## src/rtl/prog_sequencer.sv

```systemverilog
// -----------------------------------------------------------------------------
// prog_sequencer
//
// Fetch/execute controller for a small instruction memory. The program counter
// drives `sel`. The memory answers with `op`/`data`, and the controller samples
// that pair once `sel` has been held for MEM_WAIT cycles. Each instruction then
// runs on an accumulator datapath (`acc`, operand `r`). A DISP instruction
// publishes a snapshot of `acc` on `disp_value`.
//
// Optional feature (macro PROG_SEQUENCER_TRAP_EN):
//   defined   - an illegal opcode (5..31) stops the machine in TRAP with
//               `error` high. `acc`, `r` and `pc` keep their values.
//   undefined - an illegal opcode is a NOP, TRAP is unreachable and `error`
//               is tied to 0.
//
// Ports:
//   clk         in   clock, rising edge
//   rst_n       in   asynchronous active-low reset
//   start       in   run request, honoured only in IDLE/DONE/TRAP
//   sel         out  [4:0] instruction address (program counter)
//   op          in   [4:0] opcode from memory
//   data        in   [4:0] immediate from memory, zero-extended to ACC_W
//   disp_value  out  [ACC_W-1:0] accumulator snapshot taken by DISP
//   disp_valid  out  one-cycle pulse when disp_value updates
//   busy        out  high in WAIT and EXEC
//   done        out  high in DONE
//   error       out  high in TRAP
//
// Handshake: `start` is a level request sampled on a rising edge while the
// controller is not busy. While busy it is ignored.
// -----------------------------------------------------------------------------
module prog_sequencer #(
    parameter int PROG_LEN = 5,
    parameter int ACC_W    = 8,
    parameter int MEM_WAIT = 1
) (
    input  logic             clk,
    input  logic             rst_n,
    input  logic             start,
    output logic [4:0]       sel,
    input  logic [4:0]       op,
    input  logic [4:0]       data,
    output logic [ACC_W-1:0] disp_value,
    output logic             disp_valid,
    output logic             busy,
    output logic             done,
    output logic             error
);

    localparam int CNT_W = (MEM_WAIT > 1) ? $clog2(MEM_WAIT) : 1;

    typedef enum logic [2:0] {
        S_IDLE,
        S_WAIT,
        S_EXEC,
        S_DONE,
        S_TRAP
    } state_t;

    state_t           state_q;
    logic [4:0]       pc_q;
    logic [ACC_W-1:0] acc_q, acc_d;
    logic [ACC_W-1:0] r_q, r_d;
    logic [CNT_W-1:0] cnt_q;
    logic [ACC_W-1:0] disp_value_q;
    logic             disp_valid_q;
    logic             busy_q;
    logic             done_q;
    logic             disp_en_d;
`ifdef PROG_SEQUENCER_TRAP_EN
    logic             error_q;
    logic             illegal_d;
`endif

    // Datapath decode. The results are only committed in EXEC. Every read
    // here uses the pre-update register values, so ADDLD adds the old `r`.
    always_comb begin
        acc_d     = acc_q;
        r_d       = r_q;
        disp_en_d = 1'b0;
`ifdef PROG_SEQUENCER_TRAP_EN
        illegal_d = 1'b0;
`endif
        case (op)
            5'd0: begin
                acc_d = '0;
                r_d   = ACC_W'(data);
            end
            5'd1: begin
                acc_d = acc_q + r_q;
                r_d   = ACC_W'(data);
            end
            5'd2: acc_d = acc_q + r_q;
            5'd3: acc_d = acc_q >> 1;
            5'd4: disp_en_d = 1'b1;
            default: begin
`ifdef PROG_SEQUENCER_TRAP_EN
                illegal_d = 1'b1;
`endif
            end
        endcase
    end

    always_ff @(posedge clk or negedge rst_n) begin
        if (!rst_n) begin
            state_q      <= S_IDLE;
            pc_q         <= '0;
            acc_q        <= '0;
            r_q          <= '0;
            cnt_q        <= '0;
            disp_value_q <= '0;
            disp_valid_q <= 1'b0;
            busy_q       <= 1'b0;
            done_q       <= 1'b0;
`ifdef PROG_SEQUENCER_TRAP_EN
            error_q      <= 1'b0;
`endif
        end else begin
            disp_valid_q <= 1'b0;
            case (state_q)
                S_IDLE, S_DONE, S_TRAP: begin
                    if (start) begin
                        state_q <= S_WAIT;
                        pc_q    <= '0;
                        acc_q   <= '0;
                        r_q     <= '0;
                        cnt_q   <= '0;
                        busy_q  <= 1'b1;
                        done_q  <= 1'b0;
`ifdef PROG_SEQUENCER_TRAP_EN
                        error_q <= 1'b0;
`endif
                    end
                end
                // `sel` is held here for MEM_WAIT cycles before EXEC samples.
                S_WAIT: begin
                    if (cnt_q == CNT_W'(MEM_WAIT - 1)) begin
                        state_q <= S_EXEC;
                    end else begin
                        cnt_q <= cnt_q + 1'b1;
                    end
                end
                S_EXEC: begin
                    cnt_q <= '0;
`ifdef PROG_SEQUENCER_TRAP_EN
                    if (illegal_d) begin
                        state_q <= S_TRAP;
                        busy_q  <= 1'b0;
                        error_q <= 1'b1;
                    end else
`endif
                    begin
                        acc_q <= acc_d;
                        r_q   <= r_d;
                        if (disp_en_d) begin
                            disp_value_q <= acc_q;
                            disp_valid_q <= 1'b1;
                        end
                        // The last instruction stays on `sel`, so the PC
                        // does not advance past PROG_LEN-1.
                        if (pc_q == 5'(PROG_LEN - 1)) begin
                            state_q <= S_DONE;
                            busy_q  <= 1'b0;
                            done_q  <= 1'b1;
                        end else begin
                            pc_q    <= pc_q + 5'd1;
                            state_q <= S_WAIT;
                        end
                    end
                end
                default: state_q <= S_IDLE;
            endcase
        end
    end

    assign sel        = pc_q;
    assign disp_value = disp_value_q;
    assign disp_valid = disp_valid_q;
    assign busy       = busy_q;
    assign done       = done_q;
`ifdef PROG_SEQUENCER_TRAP_EN
    assign error      = error_q;
`else
    assign error      = 1'b0;
`endif

endmodule
```

## config.mk

```make
export PLATFORM = sky130hd
export DESIGN_NAME = prog_sequencer
export DESIGN_NICKNAME = d
export VERILOG_FILES = /design/src/rtl/prog_sequencer.sv
export SDC_FILE = /design/constraint.sdc
export NUM_CORES = 1
export LEC_CHECK = 0
export CAP_MARGIN = 25
export CORE_MARGIN = 3
export CORE_UTILIZATION = 45
export DETAILED_ROUTE_END_ITERATION = 16
export GPL_TIMING_DRIVEN = 0
export HOLD_SLACK_MARGIN = 0.15
export PLACE_DENSITY = 0.69
export SYNTH_ARGS = -nofsm -noshare
export SYNTH_HDL_FRONTEND = slang
export SYNTH_SLANG_ARGS = --single-unit
```

## constraint.sdc

```tcl
create_clock -name clk -period 6.4 [get_ports clk]
set_input_delay 0.64 -clock clk [delete_from_list [all_inputs] [get_ports clk]]
set_output_delay 0.64 -clock clk [all_outputs]
set_load 0.05 [all_outputs]
```

=== Word level (Yosys, flattened, before mapping) ===
Cells that the tools add are included.

* Add/subtract/negate cells: 3
* Equal/unequal tests: 15
* Muxes and demuxes: 23
* Reductions and logical operators: 14

{| class="wikitable"
|+ Operators with widths
! operator !! number
|-
| case mux 8 bit (2 select lines) || 2
|-
| case mux 8 bit (3 select lines) || 1
|-
| 2-to-1 mux 8 bit || 2
|-
| AND reduction 3 bit || 4
|-
| equality test 5 x 2 -> 1 bit, second input constant || 2
|-
| equality test 5 x 3 -> 1 bit, second input constant || 2
|-
| 2-to-1 mux 5 bit || 2
|-
| inequality test 2 bit, second input constant || 5
|-
| case mux 5 bit (2 select lines) || 1
|-
| case mux 3 bit (3 select lines) || 1
|-
| adder 8 bit || 1
|-
| 2-to-1 mux 1 bit || 8
|-
| equality test 3 x 2 -> 1 bit, second input constant || 2
|-
| 2-to-1 mux 3 bit || 2
|-
| AND reduction 2 bit || 3
|-
| adder 5 x 1 -> 5 bit, second input constant || 1
|-
| equality test 5 x 1 -> 1 bit, second input constant || 1
|-
| logical NOT 5 bit || 1
|-
| inequality test 4 x 2 -> 1 bit, second input constant || 1
|-
| case mux 1 bit (2 select lines) || 2
|-
| OR reduction 2 bit || 2
|-
| equality test 3 x 1 -> 1 bit, second input constant || 1
|-
| equality test 3 bit, second input constant || 1
|-
| logical NOT 3 bit || 1
|-
| 6 further kinds || 6
|}

* Bits in registers: 36
* Input port bits: 13
* Output and inout bits: 17
* Logic and storage cells: 64

=== Depth between registers and ports, before layout ===
* Depth after elaboration: 4
* Depth in mapped cells: 7

=== Worst setup path before layout ===
OpenSTA, ideal clock, no wires.

* Kind: input to register
* Start point: input op[3]
* End point: register acc_q[5]
* Data arrival time: 2038 ps
* Path slack: 4292 ps
* Stages: 5
* Path buffers: 1
* Path through: or3_1 buf_6 or4_4 nor4_1 nand3b_1

* Cells in the longest elaborated chain, start to end: 4
* Elaborated cells between the ends (all ways): 9
* Classes of those cells: 4 x eq/ne; 2 x mux; 3 x reduce/logical

{| class="wikitable"
|+ RTL lines
! what !! RTL line !! text
|-
| from (decl) || 41 || <nowiki>input logic [4:0] op,</nowiki>
|-
| equality test 5 x 1 -> 1 bit / equality test 5 x 2 -> 1 bit (equally long branches) || 84 || <nowiki>case (op)</nowiki>
|-
| OR reduction 2 bit (no source line) || - ||
|-
| case mux 8 bit (3 select lines) / inequality test 4 x 2 -> 1 bit (equally long branches) || - ||
|-
| case mux 8 bit (2 select lines) / AND reduction 3 bit (equally long branches) || - ||
|-
| to (signal assigned) || 108 || <nowiki>acc_q <= '0;</nowiki>
|-
| to (signal assigned) || 125 || <nowiki>acc_q <= '0;</nowiki>
|-
| to (signal assigned) || 153 || <nowiki>acc_q <= acc_d;</nowiki>
|-
| to (decl) || 62 || <nowiki>logic [ACC_W-1:0] acc_q, acc_d;</nowiki>
|}

Parallel ways exist; a longest one is shown, timed or not.
A chain may end at the register's enable or synchronous reset.

=== Worst setup path after layout ===
* Start point: input op[2]
* End point: register acc_q[5]

The elaborated chain is that of the path after synthesis.

==> results list <==
- The run finished with clean final reports.
* Core area: 3740 µm²
- The clock passes through at most 2 buffers.
* Effective utilization at floorplan: 47.6%
* Least-Margin Pin Slew: 0.847 ns
* Top_reg_cell synth: sky130_fd_sc_hd__dfrtp_1
- Worst path cell trace: clkdlybuf4s50_1, or3_1, buf_6, or4_4, nor4_1, nand3b_1
* Drt first-iter violations: 77
- The worst-case IR drop observed on VDD is 0.143 mV.
- In this run the number of H-tree levels came out at 2.
- 0 antenna diodes ended up in the layout.
* Period utilisation layout: 37.1%
- Total via count after detailed routing: 1416
* Total routed wirelength: 3.58 mm
- The startpoint identified for the worst register-to-register timing path is state_q[0].
- In this run the vertical extent of the chip is 68.9 µm.
- The clock net in this run drives a total of 31 sinks.
- Post-detailed-route count of antenna-violating nets: 0
- Power spread over the standard cell area amounts to 291 nW/µm².
- Sequential cells were found to cover 43.6% of the synthesized design area.
- Post-CTS timing repair inserted 0 buffers for setup.
- In this run the worst hold path is classified as reg2reg.
* CP max FO: 9
- Routed wire length per instance: 13.8 µm
- Summing every instance area after synthesis gives 1780 µm².
* P&R area growth vs syn: 25.2%
- The most critical setup path has its startpoint at op[2].
* CTS Buf Count: 5
- Pin placement for this block handled 30 I/O pins.
* Worst reg2reg path endpoint: acc_q[5]
- In this run, synthesis inferred 0 flip-flops with an integrated enable.
- Syn. warnings: 0
* Worst path required time: 6.61 ns
* CTS-repair resized insts: 0
- Dividing the synthesized area by the synthesized cell count gives 10.1 µm².
- Clock period minus worst slack: 2.37 ns
- The setup check on the worst reg-to-reg path leaves a slack of 4.16 ns.
- Using the TritonRoute via totals, the vias-per-cell ratio works out to 5.47.
- Cells fill 59.5% of the core in the end.
- The die is 68.9 µm wide.
- Across every metal layer, demand over resource in global routing totals 17.5%.
- Counting instances, the worst hold path has a depth of 2.
- Data arrival, critical path: 2.59 ns
- Max-slew violation total from the final report: 0
- Final number of hold-violating endpoints: 0
- Detailed placement finished with a half-perimeter wire length of 2.85 mm.
- Synthesis produced a netlist with a net count of 200.
* Initial antenna violation count: 0
- On the worst path, the slowest cell contributes a delay of 0.56 ns.
- Entering global routing, the biggest net connects 19 pins.
- The later pin in the worst-skew pair is clocked with a latency of 0.28 ns.
- Via count of the first global-routing pass: 1394
* Multi-input gate area in the final layout: 895 µm²
- Fill cell total of the finished layout: 332
* Max Freq: 421 MHz
- Kind of end point of the critical path: flop
* RSZ-0062 raised after global routing: no
- Syn Inst Count: 176
- The most critical setup path has its endpoint at acc_q[5].
- Number of synthesized register bits: 31
- In the final design database the tool counted 234 nets.
- For this run, design rule violations remaining after detail routing come to 0.
- The setup path with the least slack is of type in2reg.
- Count of unique library cells instantiated by Yosys: 43
* Congestion Overflow GR: 0
- Wire length of the first global-routing pass: 6.02 mm
- Last weighted congestion value of the routability-driven placer: 0.879
- The worst pin sits at a relative slew slack of 42.7%.
- Counting flops with an async set or reset pin after synthesis yields a share of 100%.
- In the final layout, the share of cells above drive strength 1 is 11.8%.
* Count of hold buffers inserted by post-cts repair: 0
- Cell with the largest stage delay on the worst path: sky130_fd_sc_hd__or4_4
* Port Buffer Count: 26
- The sequential cells in the finished layout cover a total of 776 µm².
- For the final routed database, the setup TNS stands at 0 ns.
- Setup violations remaining at the end of the flow were counted as 0.
- Full die area: 4750 µm²
- Clock transition at the register clock pins on the worst setup and hold paths after CTS: 0.06 ns
- CTS tree: done
- Placement Rows: 22
- Counting cells, the worst reg-to-reg path comes to 7.
- Number of optimization iterations in the first detailed-route pass: 4
* Crit path launch type: primary input
* Root buffer selected by CTS: sky130_fd_sc_hd__clkbuf_8
* # Max-Cap Violations: 0
- Across the routed clock network, the largest skew measured is 0.00454 ns.
- For this design the static power due to leakage is 0.992 nW.
==> cell usage after synthesis, types with 2 or more instances <==
cell type	instances	area (µm²)
sky130_fd_sc_hd__inv_1	14	52.6
sky130_fd_sc_hd__o211ai_1	4	30.0
sky130_fd_sc_hd__mux2_2	7	78.8
sky130_fd_sc_hd__a22oi_1	4	30.0
sky130_fd_sc_hd__a22o_2	3	30.0
sky130_fd_sc_hd__mux2i_1	8	80.1
sky130_fd_sc_hd__a21oi_1	10	50.1
sky130_fd_sc_hd__clkbuf_1	4	15.0
sky130_fd_sc_hd__nand2b_1	3	18.8
sky130_fd_sc_hd__nor2_1	8	30.0
sky130_fd_sc_hd__nor4_1	3	18.8
sky130_fd_sc_hd__a22o_1	3	26.3
sky130_fd_sc_hd__o21ai_0	14	70.1
sky130_fd_sc_hd__nand3_1	7	35.0
sky130_fd_sc_hd__nand2_1	12	45.0
sky130_fd_sc_hd__xnor2_1	5	43.8
sky130_fd_sc_hd__nor3_1	2	10.0
sky130_fd_sc_hd__ha_1	10	125
sky130_fd_sc_hd__dfrtp_1	31	776
==> state kept, by name, summed over array words and instances, names as in the netlist <==
register,count
acc_q,8
busy,1
disp_valid,1
disp_value,8
done,1
r_q,5
sel,5
state_q,2
==> cells in the final DEF, fill, tap and decap left out, drive strengths merged, types with 2 or more instances in the layout <==
cell | synthesis | final
xnor2 | 5 | 5
ha | 10 | 10
nand3 | 7 | 7
a22o | 6 | 6
o211ai | 4 | 4
nor2 | 8 | 8
mux2i | 8 | 8
a22oi | 4 | 4
nand2 | 12 | 12
clkbuf | 5 | 13
o21ai | 14 | 14
clkdlybuf4s50 | 0 | 26
nor3 | 2 | 2
a21oi | 10 | 10
inv | 14 | 14
buf | 2 | 3
mux2 | 7 | 7
nor4 | 3 | 3
nand2b | 3 | 3
dfrtp | 31 | 31
==> area by class of cell <==
type | instances | area share (%)
buffer | 8 | 2.58
clock buffer | 8 | 4.49
inverter | 14 | 2.36
multi-input combinational | 123 | 40.1
sequential | 31 | 34.8
tap | 48 | 2.70
timing repair buffer | 27 | 12.9
==> metal layers <==
metal	share of wire (%)	global-route usage [%]
met1	43	21.2
met2	50	28.8
met3	5.8	5.83
met4	1.3	6.81
met5	0	0
==> worst max-delay path, delay by kind of cell <==
kind,cells,cell delay [ns]
buffers and inverters,2,0.60
AND/OR/NAND/NOR,4,1.35
==> cells by family after synthesis <==
family          Yosys count  synth area share (%)
compound gates           48                  17.9
xor+xnor                  5                  2.46
fa+ha+maj                11                  8.15
buf+inv                  22                  6.18
flops                    31                  43.6
mux                      15                  8.93
other cells               1                 0.211
simple gates             43                  12.7
==> worst min path at each step <==
stage | to | slack, ns | startpoint
2_1_floorplan | acc_q[0] | 0.34 | rst_n
3_3_place_gp | disp_value[7] | 0.46 | disp_value[7]
3_5_place_dp | disp_value[7] | 0.47 | disp_value[7]
4_1_cts | disp_value[7] | 0.49 | disp_value[7]
5_1_grt | disp_value[2] | 0.52 | disp_value[2]
6_report | disp_value[7] | 0.48 | disp_value[7]
==> stage by stage <==
| stage | setup WS [ns] | instance area [µm²] | power (W) | cells | hold slack [ns] |
|---|---|---|---|---|---|
| 2_1_floorplan | 4.29 | 1780 | 0.000420 | 176 | 0.344 |
| 3_3_place_gp | 3.79 | 2100 | 0.000472 | 250 | 0.464 |
| 3_5_place_dp | 3.74 | 2130 | 0.000485 | 251 | 0.474 |
| 4_1_cts | 4.03 | 2230 | 0.000656 | 259 | 0.490 |
| 5_1_grt | 3.95 | 2230 | 0.000698 | 259 | 0.519 |
| 6_report | 4.03 | 2230 | 0.000648 | 259 | 0.483 |
==> power breakdown <==
part,internal [W],switching (W),total [W]
clock network,0.0000980,0.0000677,0.000166
registers,0.000218,0.0000165,0.000234
logic,0.0000954,0.000152,0.000248
total,0.000411,0.000236,0.000648
No activity file was read; power rests on OpenSTA's default activity.
